## src/rtl/config_shift_sequencer_pkg.sv

```systemverilog
// Shared fabric configuration package: default geometry and sequencer state encoding.
// Imported by the config shift sequencer and its word shifter.
package config_shift_sequencer_pkg;

  localparam int DEF_NUM_COLS   = 4;
  localparam int DEF_WORD_W     = 32;
  localparam int DEF_CHAIN_BITS = 1024;

  localparam logic [1:0] ST_IDLE  = 2'd0;
  localparam logic [1:0] ST_LOAD  = 2'd1;
  localparam logic [1:0] ST_SHIFT = 2'd2;
  localparam logic [1:0] ST_SET   = 2'd3;

  // Index width for a one-hot vector of n entries; never below one bit.
  function automatic int idx_width(input int n);
    return (n > 1) ? $clog2(n) : 1;
  endfunction

endpackage

```

## src/rtl/cfg_word_shifter.sv

```systemverilog
// One config word held in a right-shifting register, with a count of bits still
// to be shifted out so the sequencer knows when the word is exhausted.
module cfg_word_shifter
  import config_shift_sequencer_pkg::*;
#(
  parameter int WORD_W = DEF_WORD_W
) (
  input  logic              clk,
  input  logic              rst_n,
  input  logic              clear,
  input  logic              load,
  input  logic [WORD_W-1:0] data,
  input  logic              shift,
  output logic              bit_out,
  output logic              last_bit
);

  localparam int CNT_W = $clog2(WORD_W + 1);

  logic [WORD_W-1:0] sr;
  logic [CNT_W-1:0]  cnt;

  // NOTE: the register file is small and feeds the data output, so it is fully
  // reset rather than left unknown; reset clears both data and count.
  always_ff @(posedge clk or negedge rst_n) begin
    if (!rst_n) begin
      sr  <= '0;
      cnt <= '0;
    end else if (clear) begin
      sr  <= '0;
      cnt <= '0;
    end else if (load) begin
      // A load in the same cycle as the final shift replaces the word outright.
      sr  <= data;
      cnt <= CNT_W'(WORD_W);
    end else if (shift) begin
      sr  <= sr >> 1;
      cnt <= cnt - CNT_W'(1);
    end
  end

  assign bit_out  = sr[0];
  assign last_bit = (cnt == CNT_W'(1));

endmodule

```

## src/rtl/config_shift_sequencer.sv

```systemverilog
// Streams config words LSB-first into one selected fabric column chain, then
// pulses that column's set strobe. FSM and the total-bit counter live here.
module config_shift_sequencer
  import config_shift_sequencer_pkg::*;
#(
  parameter  int NUM_COLS   = DEF_NUM_COLS,
  parameter  int WORD_W     = DEF_WORD_W,
  parameter  int CHAIN_BITS = DEF_CHAIN_BITS,
  localparam int COL_W      = idx_width(NUM_COLS),
  localparam int NB_W       = $clog2(CHAIN_BITS) + 1
) (
  input  logic                wb_clk_i,
  input  logic                wb_rst_i,
  input  logic                start_i,
  input  logic [COL_W-1:0]    col_i,
  input  logic [NB_W-1:0]     nbits_i,
  input  logic                word_valid_i,
  input  logic [WORD_W-1:0]   word_data_i,
  output logic                word_ready_o,
  input  logic                abort_i,
  output logic                cfg_bit_o,
  output logic [NUM_COLS-1:0] shift_o,
  output logic [NUM_COLS-1:0] set_o,
  output logic                cen_o,
  output logic                busy_o,
  output logic                done_o,
  output logic                err_o
);

  logic [1:0]       state;
  logic [1:0]       state_nxt;
  logic [COL_W-1:0] col_q;
  logic [NB_W-1:0]  total_q;
  logic             err_q;

  logic req_ok;
  logic accept;
  logic handshake;
  logic total_last;
  logic word_last;
  logic sh_bit;
  logic sh_shift;
  logic sh_clear;
  logic active;

  assign req_ok = (int'(col_i) < NUM_COLS) && (nbits_i != '0) &&
                  (int'(nbits_i) <= CHAIN_BITS);
  assign accept = (state == ST_IDLE) && start_i && req_ok;
  assign active = (state == ST_LOAD) || (state == ST_SHIFT);

  // In SHIFT the total is at least one, so "not last" means more than one remains.
  assign total_last   = (total_q == NB_W'(1));
  assign word_ready_o = (state == ST_LOAD) ||
                        ((state == ST_SHIFT) && word_last && !total_last);
  assign handshake    = word_valid_i && word_ready_o && !abort_i;

  assign sh_shift = (state == ST_SHIFT) && !abort_i;
  assign sh_clear = (state == ST_SET) || (active && abort_i);

  cfg_word_shifter #(
    .WORD_W (WORD_W)
  ) u_shifter (
    .clk      (wb_clk_i),
    .rst_n    (wb_rst_i),
    .clear    (sh_clear),
    .load     (handshake),
    .data     (word_data_i),
    .shift    (sh_shift),
    .bit_out  (sh_bit),
    .last_bit (word_last)
  );

  // NOTE: every variable assigned in a combinational block gets a default first,
  // so no path through the case statement can leave it holding a stale value.
  always_comb begin
    state_nxt = state;
    case (state)
      ST_IDLE:  if (accept) state_nxt = ST_LOAD;
      ST_LOAD: begin
        if (abort_i)        state_nxt = ST_IDLE;
        else if (handshake) state_nxt = ST_SHIFT;
      end
      ST_SHIFT: begin
        if (abort_i)                      state_nxt = ST_IDLE;
        else if (total_last)              state_nxt = ST_SET;
        else if (word_last && !handshake) state_nxt = ST_LOAD;
      end
      ST_SET:   state_nxt = ST_IDLE;
      default:  state_nxt = ST_IDLE;
    endcase
  end

  // NOTE: sequential state uses non-blocking assignments so every register
  // samples the pre-edge values regardless of statement order.
  always_ff @(posedge wb_clk_i or negedge wb_rst_i) begin
    if (!wb_rst_i) begin
      state   <= ST_IDLE;
      col_q   <= '0;
      total_q <= '0;
      err_q   <= 1'b0;
    end else begin
      state <= state_nxt;
      err_q <= (state == ST_IDLE) && start_i && !req_ok;
      if (accept) begin
        col_q   <= col_i;
        total_q <= nbits_i;
      end else if (sh_shift) begin
        total_q <= total_q - NB_W'(1);
      end
    end
  end

  always_comb begin
    shift_o = '0;
    set_o   = '0;
    if (state == ST_SHIFT) shift_o[col_q] = 1'b1;
    if (state == ST_SET)   set_o[col_q]   = 1'b1;
  end

  assign cfg_bit_o = (state == ST_SHIFT) && sh_bit;
  assign busy_o    = (state != ST_IDLE);
  assign cen_o     = (state != ST_IDLE);
  assign done_o    = (state == ST_SET);
  assign err_o     = err_q;

endmodule

```

## config.mk

```make
export PLATFORM = sky130hd
export DESIGN_NAME = config_shift_sequencer
export DESIGN_NICKNAME = d
export VERILOG_FILES = /design/src/rtl/config_shift_sequencer_pkg.sv /design/src/rtl/cfg_word_shifter.sv /design/src/rtl/config_shift_sequencer.sv
export SDC_FILE = /design/constraint.sdc
export NUM_CORES = 1
export LEC_CHECK = 0
export ABC_AREA = 0
export CAP_MARGIN = 20
export CORE_MARGIN = 1.5
export CORE_UTILIZATION = 56
export DETAILED_ROUTE_END_ITERATION = 7
export PLACE_DENSITY_LB_ADDON = 0.12
export RECOVER_POWER = 100
export SLEW_MARGIN = 20
export SYNTH_ARGS = -nofsm -noshare
export SYNTH_HDL_FRONTEND = slang
export SYNTH_SLANG_ARGS = --single-unit
export TNS_END_PERCENT = 20
```

## constraint.sdc

```tcl
create_clock -name wb_clk_i -period 4.7 [get_ports wb_clk_i]
set_clock_uncertainty 0.15 [all_clocks]
set_input_delay 0.94 -clock wb_clk_i [delete_from_list [all_inputs] [get_ports wb_clk_i]]
set_output_delay 0.94 -clock wb_clk_i [all_outputs]
set_load 0.05 [all_outputs]
```

### After elaboration in Yosys (flattened, before gate mapping)

Cells that the tools add are included.

| word-level totals | value |
|---|---|
| flip-flop bits (word level) | 54 |
| bits in latches | 0 |
| RAM bits | 0 |
| ROM bits | 0 |
| output and inout port bits | 14 |
| word-level logic and storage cells | 64 |
| memories kept | 0 |

| cells by class | value |
|---|---|
| $add $sub $neg | 2 |
| multipliers | 0 |
| div/mod/pow operators | 0 |
| order comparisons | 3 |
| eq/ne operators | 8 |
| shift-type cells | 0 |
| mux-type cells | 19 |
| bitwise gates (word level) | 0 |
| reduce and logical (&&, ||, !) cells | 26 |

Operators by type and width:

| operator | number |
|---|---|
| 32-bit 2-to-1 mux | 3 |
| 11-bit 2-to-1 mux | 2 |
| 6-bit 2-to-1 mux | 3 |
| 1-bit logical AND | 13 |
| 2-bit 2-to-1 mux | 6 |
| 11-bit by 1-bit equality test with 1-bit output, second input constant | 1 |
| 11-bit <= comparator, second input constant | 1 |
| 11-bit nonzero test | 1 |
| 11-bit by 1-bit subtractor with 11-bit output, second input constant | 1 |
| 4-bit 2-to-1 mux | 2 |
| 2-bit one-hot mux with 4 select lines | 1 |
| 6-bit by 1-bit equality test with 1-bit output, second input constant | 1 |
| 6-bit by 1-bit subtractor with 6-bit output, second input constant | 1 |
| 2-bit equality test, second input constant | 2 |
| 1-bit logical NOT | 4 |
| 4-bit by 3-bit inequality test with 1-bit output, second input constant | 1 |
| 2-bit nonzero test | 2 |
| 1-bit logical OR | 3 |
| 2-bit by 3-bit < comparator with 1-bit output, second input constant | 1 |
| 3-bit inequality test, second input constant | 1 |
| 3-bit AND reduction | 1 |
| 3-bit nonzero test | 1 |
| 1-bit demux with 2-bit select | 1 |
| 2-bit by 1-bit equality test with 1-bit output, second input constant | 1 |
| 4 further kinds | 4 |

### Logic depth before layout (Yosys ltp)

| logic depth | value |
|---|---|
| word-level depth | 12 |
| mapped depth | 9 |

### Cells and area by module

A second synthesis with hierarchy kept.

| second synthesis, totals | value |
|---|---|
| cells, all modules | 291 |
| area total of the unflattened synthesis | 3094.2 um2 |

Modules (own cells, without submodules):

| module | times used | cells each | area an instance (um2) | sequential area each (um2) |
|---|---|---|---|---|
| cfg_word_shifter | 1 | 171 | 1979.4 | 950.9 |
| config_shift_sequencer | 1 | 120 | 1114.8 | 400.4 |

### Worst setup path after synthesis

No wires, ideal clock.

| timing | value |
|---|---|
| path kind | register to output |
| from | register state[1] |
| to | output port set_o[0] |
| data arrival time | 2.149 ns |
| required time | 3.610 ns |
| setup slack | 1.461 ns |
| cell stages (with the launch flop) | 3 |
| path through | dfrtp_1 ha_1 nor3b_1 |

| on the way | value |
|---|---|
| word-level cells in the longest chain between the ends | 2 |

RTL lines:

| item | line | text |
|---|---|---|
| start: declaration | config_shift_sequencer.sv:30 | `logic [1:0] state;` |
| start signal: assignment | config_shift_sequencer.sv:102 | `state <= state_nxt;` |
| 2-bit equality test | -- |  |
| net done_o | config_shift_sequencer.sv:26 | `output logic done_o,` |
| 4-bit 2-to-1 mux | config_shift_sequencer.sv:117 | `if (state == ST_SET) set_o[col_q] = 1'b1;` |
| end: declaration | config_shift_sequencer.sv:23 | `output logic [NUM_COLS-1:0] set_o,` |

The timed path passes the listed nets, and every way through them passes these cells.

### Worst setup path after layout

| timing | value |
|---|---|
| from | input port abort_i |
| to | register u_shifter.sr[27] |

| on the way | value |
|---|---|
| word-level cells in the longest chain between the ends | 4 |
| elaborated cells between the ends (all ways) | 8 |
| those cells by class | 2 x mux; 6 x reduce/logical |

RTL lines:

| item | line | text |
|---|---|---|
| start: declaration | config_shift_sequencer.sv:20 | `input logic abort_i,` |
| 1-bit logical NOT | config_shift_sequencer.sv:55, config_shift_sequencer.sv:57 |  |
| 1-bit logical AND | config_shift_sequencer.sv:55 | `assign handshake = word_valid_i && word_ready_o && !abort_i;` |
| 32-bit 2-to-1 mux | cfg_word_shifter.sv:32 | `end else if (load) begin` |
| 32-bit 2-to-1 mux | cfg_word_shifter.sv:29 | `end else if (clear) begin` |
| end signal: assignment | cfg_word_shifter.sv:34 | `sr <= data;` |
| end signal: assignment | cfg_word_shifter.sv:37 | `sr <= sr >> 1;` |
| end: declaration | cfg_word_shifter.sv:20 | `logic [WORD_W-1:0] sr;` |

Parallel ways exist; a longest one is shown, timed or not.
A chain may end at the register's enable or synchronous reset.

==> results.md <==
* Status: finished, violations left
* Failing checks: capacitance limit, slew limit
* First-pass GRT wire length at 11.17 mm
* Routed WL at 6.457 mm
* PwrDens at 533.6 mW/mm²
* Setup TNS Final at 0 ps
* HP Start: u_shifter.sr[31]$_DFFE_PN0P_
* Critical path fanouts, max at 23
* Routability congestion estimate at 0.8421
* Root buf cell: clkbuf_8
* Average wire per standard cell at 14.98 µm
* Residual DRC at 0
* DR pass1 iterations at 4
* Die height at 77.98 µm
* CP startpoint kind: input pin
* Hold WS at 418.8 ps
* Sequential area share after synthesis at 42.93%
* Die Wd at 77.98 µm
* First DRT Iteration DRCs at 112
* Vias in the first global route at 2366
* Register-to-register setup slack at 1250 ps
* Syn_nets at 363
* Critical path endpoint: u_shifter.sr[27]$_DFFE_PN0P_
* Crit path time final at 3871 ps
* Core Region at 0.005473 mm²
* Crit. Startpoint: abort_i
* Slew Limit Fails at 79
* RSZ-0062 raised after global routing: no
* Max H-tree Level at 2
* Antenna diode count at 0
* Mean post-synth cell area at 10.36 µm²
* NumNets Final at 417
* Leak at 1.755 nW
* CTS Hold Bufs at 0
* Num ports at 64
* Most instantiated cells after synthesis: 54 x dfrtp_1, 39 x nor3_1, 33 x mux2i_1
* RR Startpoint: total_q[1]$_DFFE_PN0P_
* Seq cells post-synth at 54
* Worst R2R End: u_shifter.sr[21]$_DFFE_PN0P_
* Hold depth at 2
* CTS tree: done
* Via/cell ratio at 5.756
* TritonCTS Buffers at 5
* Crit path arrival time at 3860 ps
* CTS Buffer Depth at 2
* Final period util at 82.36%
* Worst-margin pin slew at 2837 ps
* PostCTS Resize Cnt at 0
* Largest net degree at the start of global routing at 55
* Worst Hold Class: reg2reg
* Synth unique cells at 42
* Clock Pin Slew Worst Setup and Hold Paths at 100 ps
* # Max-Cap Violations at 2
* Worst Reg-to-Reg Cells at 9
* Overall global routing resource usage at 23.24%
* Post-synth EDFFs at 0
* Synth Cell Area at 0.003148 mm²
* Layout area overhead at 21.66%
* Final setup fails at 0
* Synth top area share at 42.93%
* Worst-skew pair later-pin latency at 320 ps
* Post-synth top area cell: dfrtp_1
* Final Hold Fails at 0
* Synth Instances at 304
* Syn. warnings at 0
* Fillers at 458
* Sink Count at 54
* Setup CP Type: in2reg
* Fmax achieved at 258.4 MHz
* Starting Density at 57.52%
* Share of cells above drive strength 1 at 6.407%
* Peak supply drop at 0.2933 mV
* Initial antenna violation count at 0
* Post-synth ARST share at 100.0%
* Main synth FF type: dfrtp_1
* Port buffer count at 63
* CP required at 4690 ps
* Setup Fix Bufs, Post-CTS at 0
* DP HPWL at 4.373 mm
* Tot Pwr at 2.044 mW
* Die area at 0.006080 mm²
* Top post-synthesis cells by area: dfrtp_1 43%, mux2i_1 10%, a211oi_1 6.7%
* Critical path endpoint category: flip-flop
* Vias at 2481
* Site Rows at 27
* GRT overflow at 0
* Most common cell in the synthesized netlist: dfrtp_1
* Antenna Nets Post-Route at 0
* Relative slew slack at -89.10%
[cells by family (layout without fill, tap and decap cells)]
logic type               count (synthesis)  count (layout)  synth area share, %
multiplexers                            37              37                12.04
AO/OA/AOI/OAI                           55              55                13.71
adder cells (fa/ha/maj)                  9               9                3.577
buffers and inverters                   32              87                5.723
AND/OR/NAND/NOR                        104             104                18.40
XOR/XNOR                                13              13                3.617
flip-flops                              54              54                42.93
[how the worst min path moves through the flow]
stage / end / slack, ps
after floorplan: u_shifter.sr[31]$_DFFE_PN0P_ / 360
after global placement: u_shifter.sr[31]$_DFFE_PN0P_ / 390
after detailed placement: u_shifter.sr[31]$_DFFE_PN0P_ / 400
after CTS: u_shifter.sr[31]$_DFFE_PN0P_ / 430
after global routing: state[1]$_DFFE_PN0P_ / 460
final: u_shifter.sr[31]$_DFFE_PN0P_ / 420
[state kept, by name (all words and copies together), names as in the netlist]
| signal | flops |
|---|---|
| state | 2 |
| u_shifter.cnt | 6 |
| u_shifter.sr | 32 |
| total_q | 11 |
| err_o | 1 |
| col_q | 2 |
[where the power goes]
group	leakage, nW	switching, mW	internal (mW)
Clock	0.0591	0.167	0.163
Combinational	1.00	0.546	0.384
Sequential	0.692	0.146	0.638
Total	1.76	0.859	1.18
[cell type report]
cell class	instances	area (µm²)	area share (%)
Timing Repair Buffer	70	666.9	17.41
Multi-Input combinational cell	218	1572	41.03
Clock inverter	3	47.55	1.241
Inverter	9	33.78	0.8821
Sequential cell	54	1351	35.28
Clock buffer	5	68.82	1.797
Tap cell	72	90.09	2.352
[placed cells by master, fill, tap and decap left out, types with 14 or more instances in the layout]
| cell type | n |
|---|---|
| nor3_1 | 39 |
| dfrtp_1 | 54 |
| nor2_1 | 22 |
| a21oi_1 | 14 |
| clkdlybuf4s50_1 | 46 |
| a211oi_1 | 32 |
| dlygate4sd3_1 | 16 |
| mux2i_1 | 33 |
[metrics by stage]
stage | cell area (µm²) | worst slack, ps | util, % | std cells
2_1_floorplan | 3148 | 1461 | - | 304
3_3_place_gp | 3772 | 1223 | 68.93 | 423
3_5_place_dp | 3772 | 1133 | 68.93 | 423
4_1_cts | 3889 | 1149 | 71.06 | 431
5_1_grt | 3830 | 573.9 | 69.98 | 431
6_report | 3830 | 829.3 | 69.98 | 431
[worst max-delay path: stages]
cell	delay, ps
dlygate4sd3_1	630
nand2b_1	680
clkbuf_1	1180
mux2i_1	320
a211oi_1	110
[per-layer routing]
layer,wire length [µm],vias up,global-route usage [%],share of wire (%)
met5,0,-,0,0
met4,77,0,6.964,1.2
met3,290,7,4.235,4.5
met2,3102,67,40.00,48
met1,2987,1194,29.77,46
li1,-,1213,-,-
No activity file was read; power rests on OpenSTA's default activity.
==> RTL edit 1 (config.mk and constraints unchanged) <==
Make the reset (`rst_n` and `wb_rst_i`) synchronous in 2 clocked blocks.
--- a/src/rtl/cfg_word_shifter.sv
+++ b/src/rtl/cfg_word_shifter.sv
@@ -22,7 +22,7 @@
 
   // NOTE: the register file is small and feeds the data output, so it is fully
   // reset rather than left unknown; reset clears both data and count.
-  always_ff @(posedge clk or negedge rst_n) begin
+  always_ff @(posedge clk) begin
     if (!rst_n) begin
       sr  <= '0;
       cnt <= '0;
--- a/src/rtl/config_shift_sequencer.sv
+++ b/src/rtl/config_shift_sequencer.sv
@@ -92,7 +92,7 @@
 
   // NOTE: sequential state uses non-blocking assignments so every register
   // samples the pre-edge values regardless of statement order.
-  always_ff @(posedge wb_clk_i or negedge wb_rst_i) begin
+  always_ff @(posedge wb_clk_i) begin
     if (!wb_rst_i) begin
       state   <= ST_IDLE;
       col_q   <= '0;
Check against the original RTL: differs if wb_rst_i is asserted again (counterexample within 4 cycles, from zero or initial values and one cycle with wb_rst_i low); with wb_rst_i held inactive, the same outputs for 10 cycles.
==> RTL edit 1 against the unedited design <==
Hold slack worse by 0.091 ns; worst setup slack about the same; sequential share of layout area fell by 5.1 points; routed wire length fell by 4.8%; synthesized area is 7.2% lower; cell area decreased by 6.4%; maximum frequency barely moved; sequential cell count stayed put; non-clock buffer count rose by 1.
Power is not compared: it rests on default switching activity, and its combinational part moved more than twofold at a synthesized area within 25%.
==> RTL edit 1: results <==
<?xml version="1.0" encoding="UTF-8"?>
<metrics>
  <group name="detailed_routing">
    <metric name="detailedRoute.firstIterationViolations" unit="">108</metric>
    <metric name="wl_met3" unit="um">306</metric>
    <metric name="route.met2.wl" unit="um">2830</metric>
    <metric name="met1Wirelength" unit="um">2930</metric>
    <metric name="detail_route.wirelength" unit="um">6150</metric>
  </group>
  <group name="placed_design">
    <metric name="place.gp.congestion" unit="">0.855</metric>
    <metric name="total_cell_area_at_the_placement_stage" unit="um2">3530</metric>
  </group>
  <group name="setup_path">
    <metric name="critical_path.max_fanout" unit="">39</metric>
    <metric name="crit_arrival" unit="ns">3.93</metric>
    <metric name="critPathMaxStageDelay" unit="ns">0.67</metric>
  </group>
  <group name="global_routing">
    <metric name="grt_max_degree" unit="">40</metric>
    <metric name="grt_use_total" unit="">0.235</metric>
    <metric name="grtUsageMet3" unit="">0.0455</metric>
    <metric name="first_global_vias" unit="">2251</metric>
    <metric name="grtUsageMet1" unit="">0.313</metric>
    <metric name="grt_first_pass_wirelength" unit="um">10200</metric>
    <metric name="grt.met2_usage" unit="">0.383</metric>
  </group>
  <group name="logic_synthesis">
    <metric name="synth_fp_nets" unit="">372</metric>
    <metric name="synth-seq-area-share" unit="">0.370</metric>
    <metric name="yosys.cell_types.count" unit="">49</metric>
    <metric name="async_set_or_reset_flop_fraction_in_the_synthesized_netlist" unit="">0</metric>
    <metric name="synth.area.top_cells" unit="">sky130_fd_sc_hd__dfxtp_1, sky130_fd_sc_hd__mux2i_1, sky130_fd_sc_hd__a211oi_1</metric>
  </group>
  <group name="final_layout">
    <metric name="final_net_count" unit="">424</metric>
    <metric name="num_antenna_cells" unit="">0</metric>
    <metric name="fraction_of_layout_cells_with_a_size_suffix_above_1" unit="">0.0521</metric>
  </group>
  <group name="sta">
    <metric name="relSlewSlack" unit="">0.409</metric>
  </group>
  <group name="outcome">
    <metric name="status" unit="">finished, final reports clean</metric>
  </group>
  <group name="pwr">
    <metric name="power.sequential.fraction" unit="">0.492</metric>
  </group>
</metrics>
-- RTL edit 1: final timing paths --
kind                    start          endpoint  slack [ns]  cells after the start
max                  wb_rst_i  u_shifter.sr[31]        0.83                      7
min          u_shifter.sr[31]  u_shifter.sr[31]        0.33                      2
max reg2reg        total_q[2]  u_shifter.sr[19]        1.95                      7
min reg2reg  u_shifter.sr[31]  u_shifter.sr[31]        0.33                      2
-- RTL edit 1: worst max-delay path, delay by kind of cell --
kind | cells | cell delay (ns)
AO/OA/AOI/OAI | 2 | 0.41
buffers and inverters | 4 | 1.91
AND/OR/NAND/NOR | 1 | 0.66
-- RTL edit 1: per-stage QoR --
step	power (uW)	utilization	setup WS (ns)	instances	hold WS [ns]
global route	1110	0.707	0.662	435	0.365
CTS	1070	0.712	1.28	435	0.329
global placement	811	0.696	1.32	428	0.305
detailed placement	818	0.696	1.26	428	0.315
finish	1060	0.707	0.830	435	0.328
floorplan	738	-	1.50	313	0.292
-- RTL edit 1: cell type report --
cell class                      instances  area (um2)
Multi-Input combinational cell        221        1610
Fill cell                             428        1490
Sequential cell                        54        1080
Timing Repair Buffer                   71         683
Tap cell                               70        87.6
Clock buffer                            5        68.8
Inverter                               12        45.0
Clock inverter                          2        13.8
-- RTL edit 1: cells by family after synthesis --
| family | synth area share |
|---|---|
| AO/OA/AOI/OAI | 0.152 |
| XOR/XNOR | 0.0450 |
| adder cells (fa/ha/maj) | 0.0385 |
| buffers and inverters | 0.0758 |
| flip-flops | 0.370 |
| multiplexers | 0.113 |
| AND/OR/NAND/NOR | 0.206 |
==> RTL edit 2 (config.mk and constraints unchanged) <==
Without the edit above. Change the package constant `DEF_WORD_W` from 32 to 64.
--- a/src/rtl/config_shift_sequencer_pkg.sv
+++ b/src/rtl/config_shift_sequencer_pkg.sv
@@ -3,7 +3,7 @@
 package config_shift_sequencer_pkg;
 
   localparam int DEF_NUM_COLS   = 4;
-  localparam int DEF_WORD_W     = 32;
+  localparam int DEF_WORD_W     = 64;
   localparam int DEF_CHAIN_BITS = 1024;
 
   localparam logic [1:0] ST_IDLE  = 2'd0;
Interface: changed (resized word_data_i); port bits go from 64 to 96. The function was not compared with the original's and may differ.
==> RTL edit 2 against the unedited design <==
The flow still finishes with violations (capacitance limit, slew limit); synthesized area up 62%; cell area up 55%; worst setup slack better by 0.0025 ns; count of clock-buffer cells in the layout up 5; largest power group unchanged; sequential power up 53%; sequential share of layout area up 1.4 points; first-iteration DRC count up 38%; total power up 51%; routed wire length up 62%; sequential cell count up 33; maximum frequency about the same; critical endpoint is now word_ready_o.
==> RTL edit 2: results <==
<?xml version="1.0" encoding="UTF-8"?>
<metrics>
  <group name="flow_run">
    <metric name="max_cap_violations" unit="">2</metric>
  </group>
  <group name="global_routing">
    <metric name="first_global_vias" unit="">3842</metric>
    <metric name="grt_max_degree" unit="">88</metric>
    <metric name="grt_first_pass_wirelength" unit="um">17700</metric>
  </group>
  <group name="logic_synthesis">
    <metric name="synthCells" unit="">455</metric>
    <metric name="netlist_top_cells_count" unit="">sky130_fd_sc_hd__dfrtp_1, sky130_fd_sc_hd__nor3_1, sky130_fd_sc_hd__mux2i_1</metric>
    <metric name="async_set_or_reset_flop_fraction_in_the_synthesized_netlist" unit="">1.00</metric>
    <metric name="synth_fp_nets" unit="">546</metric>
    <metric name="synth-seq-area-share" unit="">0.426</metric>
    <metric name="synth.area.top_cells" unit="">sky130_fd_sc_hd__dfrtp_1, sky130_fd_sc_hd__a211oi_2, sky130_fd_sc_hd__mux2i_1</metric>
  </group>
  <group name="placed_design">
    <metric name="place_inst" unit="">620</metric>
    <metric name="place.gp.congestion" unit="">0.844</metric>
    <metric name="port-buffer-count" unit="">95</metric>
    <metric name="hpwl" unit="um">6580</metric>
  </group>
  <group name="setup_path">
    <metric name="crit_arrival" unit="ns">2.78</metric>
    <metric name="critical_path.max_fanout" unit="">3</metric>
    <metric name="critPathSlowestCell" unit="">sky130_fd_sc_hd__dlygate4sd3_1</metric>
    <metric name="critPathMaxStageDelay" unit="ns">0.78</metric>
  </group>
  <group name="sta">
    <metric name="timing_worst_slew_pin_value" unit="ns">2.13</metric>
    <metric name="slew_violations" unit="">153</metric>
  </group>
  <group name="detailed_routing">
    <metric name="detailedRoute.firstIterationViolations" unit="">154</metric>
    <metric name="via_count" unit="">3699</metric>
  </group>
  <group name="outcome">
    <metric name="status" unit="">complete, but fails checks</metric>
    <metric name="violated_checks" unit="">capacitance limit, slew limit</metric>
  </group>
  <group name="clock_network">
    <metric name="number_of_levels_the_h_tree_was_split_into" unit="">3</metric>
    <metric name="clk_latency" unit="ns">0.37</metric>
    <metric name="cts_buffers" unit="">9</metric>
  </group>
  <group name="final_layout">
    <metric name="instances_no_fill" unit="">636</metric>
    <metric name="final_net_count" unit="">614</metric>
    <metric name="layout_top_registers" unit="">u_shifter.sr (64), total_q (11), u_shifter.cnt (7)</metric>
  </group>
  <group name="pwr">
    <metric name="vdd_ir_drop_max" unit="uV">368</metric>
    <metric name="cellLeakagePower" unit="uW">0.00276</metric>
  </group>
</metrics>
RTL edit 2: cell types whose count changed after synthesis, sizes merged, moves of 2 or more:
cell	change
a211oi	+32
a31oi	+2
buf	+8
clkbuf	+11
dfrtp	+33
mux2i	+32
nand3	-2
nor3	+35
nor4	-2
RTL edit 2: layout make-up:
class,count,area (um2)
clock inverter,6,45.0
timing repair buffer,99,973
sequential,87,2180
fill,704,2830
multi-input combinational,316,2420
clock buffer,10,138
inverter,10,37.5
tap,108,135
RTL edit 2: logic make-up after synthesis:
| family | count (synthesis) | share of synthesized area |
|---|---|---|
| fa+ha+maj | 9 | 0.0220 |
| xor+xnor | 14 | 0.0240 |
| buf+inv | 52 | 0.0624 |
| compound gates | 86 | 0.179 |
| mux | 69 | 0.136 |
| flops | 87 | 0.426 |
| simple gates | 138 | 0.151 |
RTL edit 2: final timing paths:
kind | end | depth (start not counted) | from | slack, ns
worst max-delay path | word_ready_o | 7 | total_q[1] | 0.83
worst min register to register | u_shifter.sr[63] | 2 | u_shifter.sr[63] | 0.40
max in group asynchronous | u_shifter.sr[50] | 1 | wb_rst_i | 2.11
worst max register to register | u_shifter.cnt[1] | 8 | total_q[1] | 1.16
min in group asynchronous | total_q[6] | 1 | wb_rst_i | 1.03
worst min-delay path | u_shifter.sr[63] | 2 | u_shifter.sr[63] | 0.40
RTL edit 2: through the flow:
| step | power [uW] | worst slack [ns] | area, um2 | util |
|---|---|---|---|---|
| floorplan | 2490 | 1.47 | 5110 | - |
| global placement | 2710 | 1.29 | 5980 | 0.683 |
| detailed placement | 2780 | 1.25 | 5980 | 0.683 |
| CTS | 3270 | 0.927 | 6160 | 0.703 |
| global route | 3310 | 0.711 | 5930 | 0.677 |
| finish | 3090 | 0.832 | 5930 | 0.677 |
RTL edit 2: layer usage:
| metal | vias up | track usage | routed length [um] |
|---|---|---|---|
| met1 | 1780 | 0.292 | 4930 |
| met5 | - | 0 | 0 |
| met2 | 88 | 0.378 | 4880 |
| li1 | 1813 | - | - |
| met4 | 0 | 0.0769 | 182 |
| met3 | 18 | 0.0362 | 440 |
RTL edit 2: where the power goes:
| group | total [uW] | switching, uW | leakage (uW) | internal, uW |
|---|---|---|---|---|
| clock | 495 | 287 | 0.0000849 | 208 |
| combinational | 1390 | 832 | 0.00155 | 560 |
| sequential | 1200 | 186 | 0.00113 | 1020 |
| total | 3090 | 1310 | 0.00276 | 1790 |
